**src/rtl/mult_div_pkg.sv**
```systemverilog
// mult_div_pkg: shared state type, counter sizing and reset
// constants for the multicycle multiply/divide unit.
package mult_div_pkg;

    typedef enum logic [1:0] {
        IDLE   = 2'd0,
        MULT   = 2'd1,
        DIV    = 2'd2,
        FINISH = 2'd3
    } state_e;

    localparam state_e RST_STATE = IDLE;
    localparam logic   RST_FLAG  = 1'b0;

    function automatic int cnt_width(input int width);
        return $clog2(width + 1);
    endfunction

endpackage

```
**src/rtl/mult_div_if.sv**
```systemverilog
// mult_div_if: start/operand/result bundle between the
// datapath control and the multiply/divide unit.
interface mult_div_if #(
    parameter int WIDTH = 32
);

    logic             mult_start;
    logic             div_start;
    logic             unsigned_op;
    logic [WIDTH-1:0] op_a;
    logic [WIDTH-1:0] op_b;
    logic             busy;
    logic             done;
    logic             div_by_zero;
    logic [WIDTH-1:0] hi;
    logic [WIDTH-1:0] lo;

    modport master (
        output mult_start, div_start, unsigned_op, op_a, op_b,
        input  busy, done, div_by_zero, hi, lo
    );

    modport slave (
        input  mult_start, div_start, unsigned_op, op_a, op_b,
        output busy, done, div_by_zero, hi, lo
    );

endinterface

```
**src/rtl/mult_div_unit_div_step.sv**
```systemverilog
// div_step: one restoring-division step, shift in the next
// dividend bit and subtract the divisor if it fits.
module div_step #(
    parameter int WIDTH = 32
) (
    input  logic [WIDTH:0]   rem_i,
    input  logic [WIDTH-1:0] dvsr_i,
    input  logic             bit_i,
    output logic [WIDTH:0]   rem_o,
    output logic             q_o
);

    logic [WIDTH+1:0] shifted;
    logic [WIDTH+1:0] diff;

    // remainder stays below the divisor, so the top bit of
    // diff is a clean borrow flag
    assign shifted = {rem_i, bit_i};
    assign diff    = shifted - {2'b00, dvsr_i};
    assign q_o     = ~diff[WIDTH+1];
    assign rem_o   = q_o ? diff[WIDTH:0] : shifted[WIDTH:0];

endmodule

```
**src/rtl/mult_div_unit.sv**
```systemverilog
// mult_div_unit: multicycle signed/unsigned multiply and divide,
// one bit per cycle, results held in HI/LO.
module mult_div_unit
    import mult_div_pkg::*;
#(
    parameter int WIDTH = 32
) (
    input  logic      clk,
    input  logic      reset,
    mult_div_if.slave bus
);

    localparam int CW = cnt_width(WIDTH);

    state_e state_q, state_d;

    logic [CW-1:0]    cnt_q, cnt_d;
    logic [WIDTH-1:0] a_q, a_d;
    logic [WIDTH-1:0] b_q, b_d;
    logic [WIDTH-1:0] sh_q, sh_d;
    logic [WIDTH:0]   acc_q, acc_d;
    logic             neg_res_q, neg_res_d;
    logic             neg_rem_q, neg_rem_d;
    logic             busy_q, busy_d;
    logic             done_q, done_d;
    logic             dbz_q, dbz_d;
    logic [WIDTH-1:0] hi_q, hi_d;
    logic [WIDTH-1:0] lo_q, lo_d;

    logic               start;
    logic               a_neg, b_neg;
    logic [WIDTH-1:0]   a_mag, b_mag;
    logic [WIDTH:0]     sum;
    logic [WIDTH:0]     step_rem;
    logic               step_q;
    logic [WIDTH-1:0]   quo;
    logic [2*WIDTH-1:0] prod;
    logic [CW-1:0]      cnt_dec;

    assign start = (state_q == IDLE)
                && (bus.mult_start || bus.div_start);
    assign a_neg = !bus.unsigned_op && bus.op_a[WIDTH-1];
    assign b_neg = !bus.unsigned_op && bus.op_b[WIDTH-1];
    assign a_mag = a_neg ? -bus.op_a : bus.op_a;
    assign b_mag = b_neg ? -bus.op_b : bus.op_b;

    // shift-add: acc holds the running upper half, sh the
    // multiplier being consumed from the bottom
    assign sum  = {1'b0, acc_q[WIDTH-1:0]}
                + (sh_q[0] ? {1'b0, a_q} : '0);
    assign prod = {sum, sh_q[WIDTH-1:1]};
    assign quo  = {sh_q[WIDTH-2:0], step_q};

    assign cnt_dec = cnt_q - CW'(1);

    div_step #(
        .WIDTH (WIDTH)
    ) u_div_step (
        .rem_i  (acc_q),
        .dvsr_i (b_q),
        .bit_i  (sh_q[WIDTH-1]),
        .rem_o  (step_rem),
        .q_o    (step_q)
    );

    always_ff @(posedge clk or negedge reset) begin
        if (!reset) begin
            state_q <= RST_STATE;
        end else begin
            state_q <= state_d;
        end
    end

    always_comb begin
        state_d = state_q;
        unique case (state_q)
            IDLE: begin
                if (bus.mult_start) begin
                    state_d = MULT;
                end else if (bus.div_start) begin
                    state_d = (bus.op_b == '0) ? FINISH : DIV;
                end
            end
            MULT, DIV: begin
                if (cnt_dec == '0) state_d = FINISH;
            end
            FINISH:  state_d = IDLE;
            default: state_d = RST_STATE;
        endcase
    end

    always_comb begin
        cnt_d     = cnt_q;
        a_d       = a_q;
        b_d       = b_q;
        sh_d      = sh_q;
        acc_d     = acc_q;
        neg_res_d = neg_res_q;
        neg_rem_d = neg_rem_q;
        hi_d      = hi_q;
        lo_d      = lo_q;
        dbz_d     = dbz_q;
        busy_d    = (state_d != IDLE);
        done_d    = (state_d == FINISH);
        unique case (state_q)
            IDLE: begin
                if (start) begin
                    cnt_d     = CW'(WIDTH);
                    acc_d     = '0;
                    a_d       = a_mag;
                    b_d       = b_mag;
                    sh_d      = bus.mult_start ? b_mag : a_mag;
                    neg_res_d = a_neg ^ b_neg;
                    neg_rem_d = a_neg;
                    if (state_d == FINISH) dbz_d = 1'b1;
                end
            end
            MULT: begin
                cnt_d = cnt_dec;
                acc_d = {1'b0, sum[WIDTH:1]};
                sh_d  = {sum[0], sh_q[WIDTH-1:1]};
                if (state_d == FINISH) begin
                    {hi_d, lo_d} = neg_res_q ? -prod : prod;
                    dbz_d        = 1'b0;
                end
            end
            DIV: begin
                cnt_d = cnt_dec;
                acc_d = step_rem;
                sh_d  = quo;
                if (state_d == FINISH) begin
                    lo_d  = neg_res_q ? -quo : quo;
                    hi_d  = neg_rem_q ? -step_rem[WIDTH-1:0]
                                      : step_rem[WIDTH-1:0];
                    dbz_d = 1'b0;
                end
            end
            default: ;
        endcase
    end

    always_ff @(posedge clk or negedge reset) begin
        if (!reset) begin
            cnt_q     <= '0;
            a_q       <= '0;
            b_q       <= '0;
            sh_q      <= '0;
            acc_q     <= '0;
            neg_res_q <= RST_FLAG;
            neg_rem_q <= RST_FLAG;
            busy_q    <= RST_FLAG;
            done_q    <= RST_FLAG;
            dbz_q     <= RST_FLAG;
            hi_q      <= '0;
            lo_q      <= '0;
        end else begin
            cnt_q     <= cnt_d;
            a_q       <= a_d;
            b_q       <= b_d;
            sh_q      <= sh_d;
            acc_q     <= acc_d;
            neg_res_q <= neg_res_d;
            neg_rem_q <= neg_rem_d;
            busy_q    <= busy_d;
            done_q    <= done_d;
            dbz_q     <= dbz_d;
            hi_q      <= hi_d;
            lo_q      <= lo_d;
        end
    end

    assign bus.busy        = busy_q;
    assign bus.done        = done_q;
    assign bus.div_by_zero = dbz_q;
    assign bus.hi          = hi_q;
    assign bus.lo          = lo_q;

endmodule

```
**src/flat_wrapper.sv**
```systemverilog
// flat-port wrapper written by rule: the top's interface ports become plain ports
module mult_div_unit_flat import mult_div_pkg::*;
#(
    parameter int WIDTH = 32
)
  (clk, reset, bus_mult_start, bus_div_start, bus_unsigned_op, bus_op_a, bus_op_b, bus_busy, bus_done, bus_div_by_zero, bus_hi, bus_lo);
  mult_div_if #(.WIDTH(WIDTH)) bus_i ();
  input  logic clk;
  input  logic reset;
  input wire logic [$bits(bus_i.mult_start)-1:0] bus_mult_start;
  input wire logic [$bits(bus_i.div_start)-1:0] bus_div_start;
  input wire logic [$bits(bus_i.unsigned_op)-1:0] bus_unsigned_op;
  input wire logic [$bits(bus_i.op_a)-1:0] bus_op_a;
  input wire logic [$bits(bus_i.op_b)-1:0] bus_op_b;
  output wire logic [$bits(bus_i.busy)-1:0] bus_busy;
  output wire logic [$bits(bus_i.done)-1:0] bus_done;
  output wire logic [$bits(bus_i.div_by_zero)-1:0] bus_div_by_zero;
  output wire logic [$bits(bus_i.hi)-1:0] bus_hi;
  output wire logic [$bits(bus_i.lo)-1:0] bus_lo;
  assign bus_i.mult_start = bus_mult_start;
  assign bus_i.div_start = bus_div_start;
  assign bus_i.unsigned_op = bus_unsigned_op;
  assign bus_i.op_a = bus_op_a;
  assign bus_i.op_b = bus_op_b;
  assign bus_busy = bus_i.busy;
  assign bus_done = bus_i.done;
  assign bus_div_by_zero = bus_i.div_by_zero;
  assign bus_hi = bus_i.hi;
  assign bus_lo = bus_i.lo;
  mult_div_unit #(.WIDTH(WIDTH)) u_core (.clk(clk), .reset(reset), .bus(bus_i));
endmodule
```
**config.mk**
```make
export PLATFORM = sky130hd
export DESIGN_NAME = mult_div_unit_flat
export DESIGN_NICKNAME = d
export VERILOG_FILES = /design/src/rtl/mult_div_pkg.sv /design/src/rtl/mult_div_if.sv /design/src/rtl/mult_div_unit_div_step.sv /design/src/rtl/mult_div_unit.sv /design/src/flat_wrapper.sv
export SDC_FILE = /design/constraint.sdc
export NUM_CORES = 1
export LEC_CHECK = 0
export ABC_CLOCK_PERIOD_IN_PS = 7550
export CAP_MARGIN = 20
export CORE_MARGIN = 1.5
export CORE_UTILIZATION = 35
export DETAILED_ROUTE_END_ITERATION = 8
export RECOVER_POWER = 50
export REMOVE_ABC_BUFFERS = 1
export SLEW_MARGIN = 20
export SYNTH_ARGS = -nofsm -noshare
export SYNTH_HDL_FRONTEND = slang
export SYNTH_SLANG_ARGS = --single-unit
export TNS_END_PERCENT = 1
```
**constraint.sdc**
```tcl
create_clock -name clk -period 7.55 [get_ports clk]
set_input_delay 1.8875 -clock clk [delete_from_list [all_inputs] [get_ports clk]]
set_output_delay 1.8875 -clock clk [all_outputs]
set_load 0.05 [all_outputs]
```
==> results of run 1 <==
## placed cells by master, fill, tap and decap left out, types with 17 or more instances in the layout
cell	count
ha_1	72
and3_1	18
xor2_1	99
clkdlybuf4s50_1	119
a221o_1	30
nand3_1	32
a21o_1	28
a21oi_1	193
inv_1	71
or4_1	17
dfrtp_1	205
nor3_1	41
nor2_1	210
mux2_2	31
o21ai_0	272
mux2i_1	37
nand2b_1	18
and2_1	49
o31ai_1	41
a211oi_1	30
xnor2_1	120
nand2_1	307
or3_1	30
clkbuf_16	28
o211ai_1	22
buf_4	25
## cell families (layout without fill, tap and decap cells)
family	Yosys count	count (layout)	synth area share, %
xor gates and xnor gates	219	219	10.54
adders and majority gates	76	76	5.306
AOI/OAI and AO/OA	757	757	25.84
and+or+nand+nor	811	811	20.98
muxes	69	69	4.076
buffers and inverters	236	284	4.935
DFF	206	206	28.32
other	0	1	0
## worst min-delay path by stage
stage | from | endpoint | slack (ps) | cells after the start
floorplan | u_core.a_q[0]$_DFFE_PN0P_ | u_core.a_q[0]$_DFFE_PN0P_ | 440 | 2
detailed placement | u_core.bus.lo[17]$_DFFE_PN0P_ | u_core.bus.lo[17]$_DFFE_PN0P_ | 470 | 1
CTS | u_core.a_q[2]$_DFFE_PN0P_ | u_core.a_q[2]$_DFFE_PN0P_ | 480 | 2
global placement | u_core.a_q[6]$_DFFE_PN0P_ | u_core.a_q[6]$_DFFE_PN0P_ | 460 | 2
finish | u_core.bus.hi[9]$_DFFE_PN0P_ | u_core.bus.hi[9]$_DFFE_PN0P_ | 470 | 2
global route | u_core.a_q[6]$_DFFE_PN0P_ | u_core.a_q[6]$_DFFE_PN0P_ | 500 | 2
## final cells by class
class,count,area [µm²]
Tap cell,680,850.8
Clock buffer,39,802.0
Inverter,73,274.0
Fill cell,5193,30420
Antenna cell,1,2.502
Timing Repair Buffer,162,1546
Sequential cell,206,5156
Multi-Input combinational cell,1932,12200
Clock inverter,10,153.9
## flip-flops by register name, indices dropped and copies added, names as in the netlist
register                flops
u_core.bus.done             1
u_core.state_q              2
u_core.acc_q               33
u_core.cnt_q                6
u_core.neg_rem_q            1
u_core.neg_res_q            1
u_core.bus.lo              32
u_core.sh_q                32
u_core.b_q                 32
u_core.bus.hi              32
u_core.bus.busy             1
u_core.bus.div_by_zero      1
u_core.a_q                 32
## power by group
part	internal (µW)	switching, µW	leakage [µW]
Sequential	1630	542	0.00256
Combinational	2730	4980	0.00558
Clock	841	541	0.000472
Total	5200	6070	0.00861
## through the flow
step | setup TNS [ps] | setup WS, ps
2_1_floorplan | -144650 | -2683
3_3_place_gp | 0 | 1535
5_1_grt | 0 | 1190
4_1_cts | 0 | 1997
3_5_place_dp | 0 | 1529
6_report | 0 | 1924
## worst register-to-register path, cell delays in order (launching register included)
cell,delay (ps)
dfrtp_1,470
ha_1,460
nand3_1,200
nor3_1,540
nand4_1,300
a21oi_1,280
nor3b_1,80
buf_4,190
nor2_4,90
clkinv_1,280
a21oi_1,370
ha_1,280
nand2_1,90
or3_1,340
nor3_1,140
o21ai_0,190
o32a_1,260
or2_2,330
o21a_1,210
xnor2_1,270
o21ai_0,130
## routing by layer
layer  routed length [µm]  up-vias  GRT usage [%]
li1                     -     8536              -
met2                29090      563          38.68
met5                    0        -              0
met1                28660     8510          31.62
met3                 3429      106          2.633
met4                 2062        0          7.435
==> results.tsv, run 1 <==
metric	value	unit
status	finished, violations left	
violations	capacitance limit, slew limit	
gp_congestion	0.9572	
drive_above_1_share	5.904	%
hold_class	flip-flop to flip-flop	
start_kind	flip-flop	
slew_viol_final	97	
max_freq	177.7	MHz
viasPerCell	5.709	
post-dp-hpwl	48050	µm
die_height	231.1	µm
worstPathRequired	7990	ps
synth_area_leaders	dfrtp_1 (28%), o21ai_0 (7.5%), nand2_1 (6.3%)	
slowest_stage	nor3_1	
grt_pass1_vias	17260	
ant_nets	0	
power.density	536.8	nW/µm²
syn2layout_area_growth	15.31	%
grt_pass1_wl	98630	µm
synth.top_cells.by_count	nand2_1 (307), o21ai_0 (272), nor2_1 (210)	
die_w	231.1	µm
synthesis.area	18200	µm²
post_cts_buffers	0	
p_total	11270	µW
crit-reg2reg-launch	u_core.acc_q[20]$_DFFE_PN0P_	
path_delay_family	simple AND/OR/NAND/NOR gates	
drc	0	
final_area	20990	µm²
synth.top_cell.area_share	28.32	%
finClkSkew	35.71	ps
die_area	53390	µm²
final_core_util	40.83	%
critical_path_depth	20	
startpoint	u_core.acc_q[20]$_DFFE_PN0P_	
yosysSeqAreaShare	28.32	%
cp_max_fo	9	
hold_viol_final	0	
path_cells	ha_1 -> nand3_1 -> nor3_1 -> nand4_1 -> a21oi_1 -> nor3b_1 -> buf_4 -> nor2_4 -> clkinv_1 -> a21oi_1 -> ha_1 -> nand2_1 -> or3_1 -> nor3_1 -> o21ai_0 -> o32a_1 -> or2_2 -> o21a_1 -> xnor2_1 -> o21ai_0	
stdcell_count	3103	
critPathBufInv	2	
fin_hold_ws	469.3	ps
cts_inserted_buffers	28	
synth-seq-cells	206	
critical_path_class	flip-flop to flip-flop	
via_count	17720	
vdd_drop_max	0.3473	mV
start_util	35.41	%
grt_max_degree	114	
cts_resized	0	
totalWireLength	63240	µm
arrival	6060	ps
drt-initial-drc-count	1345	
overflow	0	
reg2reg_to	u_core.bus.hi[24]$_DFFE_PN0P_	
synth_cell_types	86	
cts_tree	built	
syn_avg_cell_area	7.668	µm²
path_clk_slew	60	ps
antenna_found_initial	1	
cts_hold_buf	0	
clockBufferDepth	3	
yosysTopAreaCell	dfrtp_1	
drt-pass1-iter-count	5	
layout.nets	2548	
yosysMostFrequentCell	nand2_1	
rows	83	
wire_per_inst	20.38	µm
setup_viol	0	
clock_sinks	206	
placed_area	20040	µm²
portBuffers	135	
r2r_slack	1920	ps
async_flop_share	100.0	%
post-route-min-period	5626	ps
io_pins	136	
rsz0062_at_grt	false	
worst_setup_path_end_kind	flip-flop	
core_area	51410	µm²
drv_cap	2	
h-tree-depth	1	
post-route-period-util	74.52	%
cts.root.buffer_cell	clkbuf_16	
crit_path_end	u_core.bus.hi[24]$_DFFE_PN0P_	
grt.total_usage	23.32	%
worst-r2r-cell-count	20	
cpPeakStageDelay	540	ps
synthCells	2374	
synth_edf_count	0	
yosys_warnings	0	
maxSlewHeadroom	-148.4	%
tightestPinTransition	3727	ps
dp_cells	3053	
leakage	0.008614	µW
ys.flop_type	dfrtp_1	
worst_skew_pair.late_latency	600	ps
(Power assumes the default switching activity.)
==> run 2, diff against run 1 <==
Settings changed: ABC_CLOCK_PERIOD_IN_PS 7550 to 5610.
Clock period 7.55 ns to 5.61 ns, I/O delays scaled along.
==> results.tsv, run 2 (synthesis results as in run 1) <==
metric	value	unit
clock_sinks	206	
critical_path_class	flip-flop to flip-flop	
clockBufferDepth	3	
syn2layout_area_growth	16.89	%
grt.total_usage	24.17	%
final_core_util	41.39	%
slowest_stage	a221oi_1	
gp_congestion	0.9328	
path_cells	ha_1 -> a21oi_1 -> o21ai_0 -> a221oi_1 -> a21oi_1 -> o31a_1 -> nor2_4 -> clkinv_1 -> a21oi_1 -> ha_1 -> nand2_1 -> or4_1 -> o32a_1 -> or2_2 -> o31ai_1 -> o41a_1 -> o211ai_2	
arrival	5610	ps
portBuffers	135	
largest_reg_flops	33	
die_w	231.1	µm
final_cell_mix	nand2_1 (307), o21ai_0 (273), nor2_1 (210)	
status	finished, violations left	
fill_cells	5220	
layout.nets	2591	
io_pins	136	
setup_viol	0	
cts_hold_buf	0	
post-route-min-period	5161	ps
worst_skew_pair.late_latency	590	ps
path_clk_slew	60	ps
slew_viol_final	361	
start_util	35.41	%
wire_per_inst	20.95	µm
drt-pass1-iter-count	6	
grt_pass1_wl	101400	µm
grt_max_degree	115	
core_area	51410	µm²
power.density	731.2	nW/µm²
cts_tree	built	
post-dp-hpwl	50290	µm
rsz0062_at_grt	false	
startpoint	u_core.acc_q[5]$_DFFE_PN0P_	
critPathBufInv	1	
drc	0	
antenna_cells	0	
finClkSkew	20.69	ps
vdd_drop_max	0.3157	mV
max_freq	193.8	MHz
drt-initial-drc-count	1528	
h-tree-depth	1	
antenna_found_initial	0	
worstPathRequired	6060	ps
die_area	53390	µm²
start_kind	flip-flop	
die_height	231.1	µm
drive_above_1_share	7.783	%
cp_max_fo	7	
drv_cap	4	
totalWireLength	65930	µm
cts_inserted_buffers	27	
path_delay_family	compound AO/OA/AOI/OAI gates	
overflow	0	
maxSlewHeadroom	-107.7	%
mostFrequentLayoutCell	nand2_1	
placed_area	20390	µm²
crit-reg2reg-launch	u_core.acc_q[5]$_DFFE_PN0P_	
hp-start	u_core.a_q[31]$_DFFE_PN0P_	
post-route-period-util	91.99	%
grt_pass1_vias	17210	
worst_setup_path_end_kind	flip-flop	
path_common_cell	a21oi_1	
setup_tns	0	ps
via_count	18010	
ant_nets	0	
viasPerCell	5.722	
leakage	0.008790	µW
violations	capacitance limit, slew limit	
final_area	21280	µm²
cts.root.buffer_cell	clkbuf_16	
max_flop_register	u_core.acc_q	
hold_class	flip-flop to flip-flop	
tightestPinTransition	3115	ps
hold_viol_final	0	
cpPeakStageDelay	480	ps
rows	83	
## run 2: cell types whose count changed in the layout (fill, tap and decap cells not counted), sizes merged
cell and change:
clkinv +2, clkdlybuf4s50 +11, inv +1, buf +40
diode -1, dlygate4sd3 -11, clkinvlp +4, clkbuf -2
## run 2: layer usage
| metal | vias to the layer above | wire, µm | track usage (%) |
|---|---|---|---|
| met3 | 105 | 3964 | 3.433 |
| met1 | 8686 | 29830 | 33.12 |
| li1 | 8618 | - | - |
| met5 | - | 0 | 0 |
| met4 | 0 | 1716 | 6.250 |
| met2 | 598 | 30420 | 39.76 |
## run 2: power by group
group          total, µW  internal (µW)  switching, µW
clock               1840           1080            766
sequential          2930           2190            736
combinational      10800           3950           6830
## run 2: final timing paths
check | endpoint | slack (ps) | cells past startpoint
worst max-delay path | u_core.bus.hi[30]$_DFFE_PN0P_ | 450 | 17
worst min-delay path | u_core.a_q[31]$_DFFE_PN0P_ | 470 | 2
max in group asynchronous | u_core.bus.hi[24]$_DFFE_PN0P_ | 820 | 2
worst max register to register | u_core.bus.hi[30]$_DFFE_PN0P_ | 450 | 17
worst min register to register | u_core.a_q[31]$_DFFE_PN0P_ | 470 | 2
min in group asynchronous | u_core.sh_q[4]$_DFFE_PN0P_ | 1840 | 1
## run 2: what timing repair did
action / 4_1_cts / 5_1_grt
setup endpoints to repair: 0 / 2
setup buffers: 0 / 0
gates resized for setup: 0 / 1
## run 2: worst min-delay path: cells and delay by family, from the launching register on
kind	cells	cell delay, ps
compound gates	1	60
simple gates	1	50
flops	1	330
## run 2: layout make-up
type                            instances  area (µm²)  share of cell area (%)
Sequential cell                       206        5156                   24.23
Multi-Input combinational cell       1932       12200                   57.32
Timing Repair Buffer                  206        1873                   8.802
Clock buffer                           33       738.2                   3.469
Inverter                               73       274.0                   1.288
Tap cell                              680       850.8                   3.998
Clock inverter                         17       188.9                  0.8879
## run 2: through the flow
step,total power [µW],setup slack (ps),hold slack (ps),std cells
floorplan,10130,-4138,442.4,2211
global placement,13410,193.5,454.8,3097
detailed placement,13580,82.90,464.4,3097
CTS,15490,407.2,477.2,3147
global route,16770,48.23,499.7,3147
finish,15560,449.4,469.4,3147
==> run 3, diff against run 2 <==
Settings changed: CELL_PAD_IN_SITES_DETAIL_PLACEMENT set to 1, CELL_PAD_IN_SITES_GLOBAL_PLACEMENT set to 2, PLACE_DENSITY set to 0.78.
==> results.tsv, run 3 (synthesis results as in run 1) <==
metric	value	unit
final_core_util	41.72	%
cts.root.buffer_cell	clkbuf_16	
p_sw	8566	µW
grt_pass1_wl	111400	µm
max_freq	192.1	MHz
cts_inserted_buffers	28	
dp_slack	31.97	ps
worst-r2r-cell-count	21	
max_flop_register	u_core.acc_q	
clockBufferDepth	3	
whs_path_depth	2	
drt-pass1-iter-count	5	
grt_pass1_vias	18950	
final_cell_mix	nand2_1 (307), o21ai_0 (273), nor2_1 (210)	
power_frac_comb	69.7	%
overflow	0	
path_clk_slew	60	ps
cts_hold_buf	0	
worst_skew_pair.late_latency	590	ps
slew_viol_final	195	
post-route-min-period	5204	ps
portBuffers	135	
worstPathRequired	6060	ps
drv_cap	3	
largest_reg_flops	33	
layout.nets	2606	
vdd_drop_max	0.3182	mV
post-dp-hpwl	56180	µm
ant_nets	0	
tightestPinTransition	4093	ps
power.density	741.6	nW/µm²
p_int	7339	µW
rsz0062_at_grt	false	
critical_path_class	flip-flop to flip-flop	
switching_share	53.86	%
cp_max_fo	14	
syn2layout_area_growth	17.82	%
gp_congestion	0.9119	
start_util	35.41	%
h-tree-depth	1	
arrival	5660	ps
setup_ws	405.7	ps
post_cts_buffers	0	
fill_cells	6232	
drive_above_1_share	8.098	%
hold_class	flip-flop to flip-flop	
via_count	18060	
start_kind	flip-flop	
io_pins	136	
viasPerCell	5.707	
wire_per_inst	22.60	µm
violations	capacitance limit, slew limit	
finClkSkew	27.79	ps
totalWireLength	71510	µm
maxSlewHeadroom	-172.9	%
post-route-period-util	92.77	%
mostFrequentLayoutCell	nand2_1	
grt_max_degree	81	
die_area	53390	µm²
drc	0	
setup_viol	0	
fin_hold_ws	466.9	ps
cts_tree	built	
antenna_found_initial	2	
pwr-share-clk	12.0	%
hold_viol_final	0	
rows	83	
die_height	231.1	µm
p_total	15900	µW
grt.total_usage	26.68	%
die_w	231.1	µm
drt-initial-drc-count	1071	
status	finished, violations left	
leakage	0.008888	µW
placed_area	20500	µm²
core_area	51410	µm²
clock_sinks	206	
p_seq_share	18.2	%
worst_setup_path_end_kind	flip-flop	
final_area	21450	µm²
r2r_slack	410	ps
run 3: critical path, cell delays in order (launching register included):
cell      delay [ps]
dfrtp_1          430
ha_1             430
a21oi_1          230
o21ai_0          170
a221oi_1         410
a21oi_1          150
o31a_1           300
nor2_4           120
clkinv_1         180
buf_4            250
a21oi_1          220
ha_1             260
nand2_1           80
or3_1            350
nor3_1           150
o21ai_0          150
o32a_1           250
or2_2            340
o31ai_1          240
buf_4            170
o41a_1           130
o211ai_2          70
run 3: final timing paths:
path,startpoint,to
max reg2reg,u_core.acc_q[7]$_DFFE_PN0P_,u_core.bus.hi[30]$_DFFE_PN0P_
min,u_core.bus.hi[11]$_DFFE_PN0P_,u_core.bus.hi[11]$_DFFE_PN0P_
max in group asynchronous,reset,u_core.bus.lo[2]$_DFFE_PN0P_
max,u_core.acc_q[7]$_DFFE_PN0P_,u_core.bus.hi[30]$_DFFE_PN0P_
min reg2reg,u_core.bus.hi[11]$_DFFE_PN0P_,u_core.bus.hi[11]$_DFFE_PN0P_
min in group asynchronous,reset,u_core.bus.hi[27]$_DFFE_PN0P_
run 3: layout make-up:
cell class	count	area, µm²	area share, %
multi-input cells	1932	12200	56.86
flip-flops and latches	206	5156	24.04
repair buffers	220	1998	9.317
well taps	680	850.8	3.967
clock buffers	35	758.2	3.535
inverters	73	274.0	1.278
clock inverters	16	209.0	0.9743
diodes	2	5.005	0.02334
run 3: power by group through the flow:
stage / Combinational (µW) / Clock, µW / Sequential [µW]
detailed placement: 11000 / 0 / 2910
global route: 12100 / 2020 / 3000
finish: 11100 / 1910 / 2900
floorplan: 6610 / 0 / 3520
CTS: 11100 / 1970 / 2890
global placement: 10800 / 0 / 2880
run 3: stage by stage:
step	TNS [ps]	cells
after floorplan	-351540	2211
after global placement	0	3111
after detailed placement	0	3111
after CTS	0	3162
after global routing	0	3162
final	0	3164
run 3: what timing repair did:
item                                    CTS  global route
gates resized for setup                   0             1
endpoints found under the setup margin    0             1
hold endpoints to repair                  0             0
run 3: metal layers:
layer / GRT usage, % / wire, µm / part of all wire, %
met5: 0 / 0 / 0
met4: 6.985 / 1754 / 2.5
met3: 2.251 / 2028 / 2.8
met2: 46.30 / 34360 / 48
met1: 35.50 / 33370 / 47
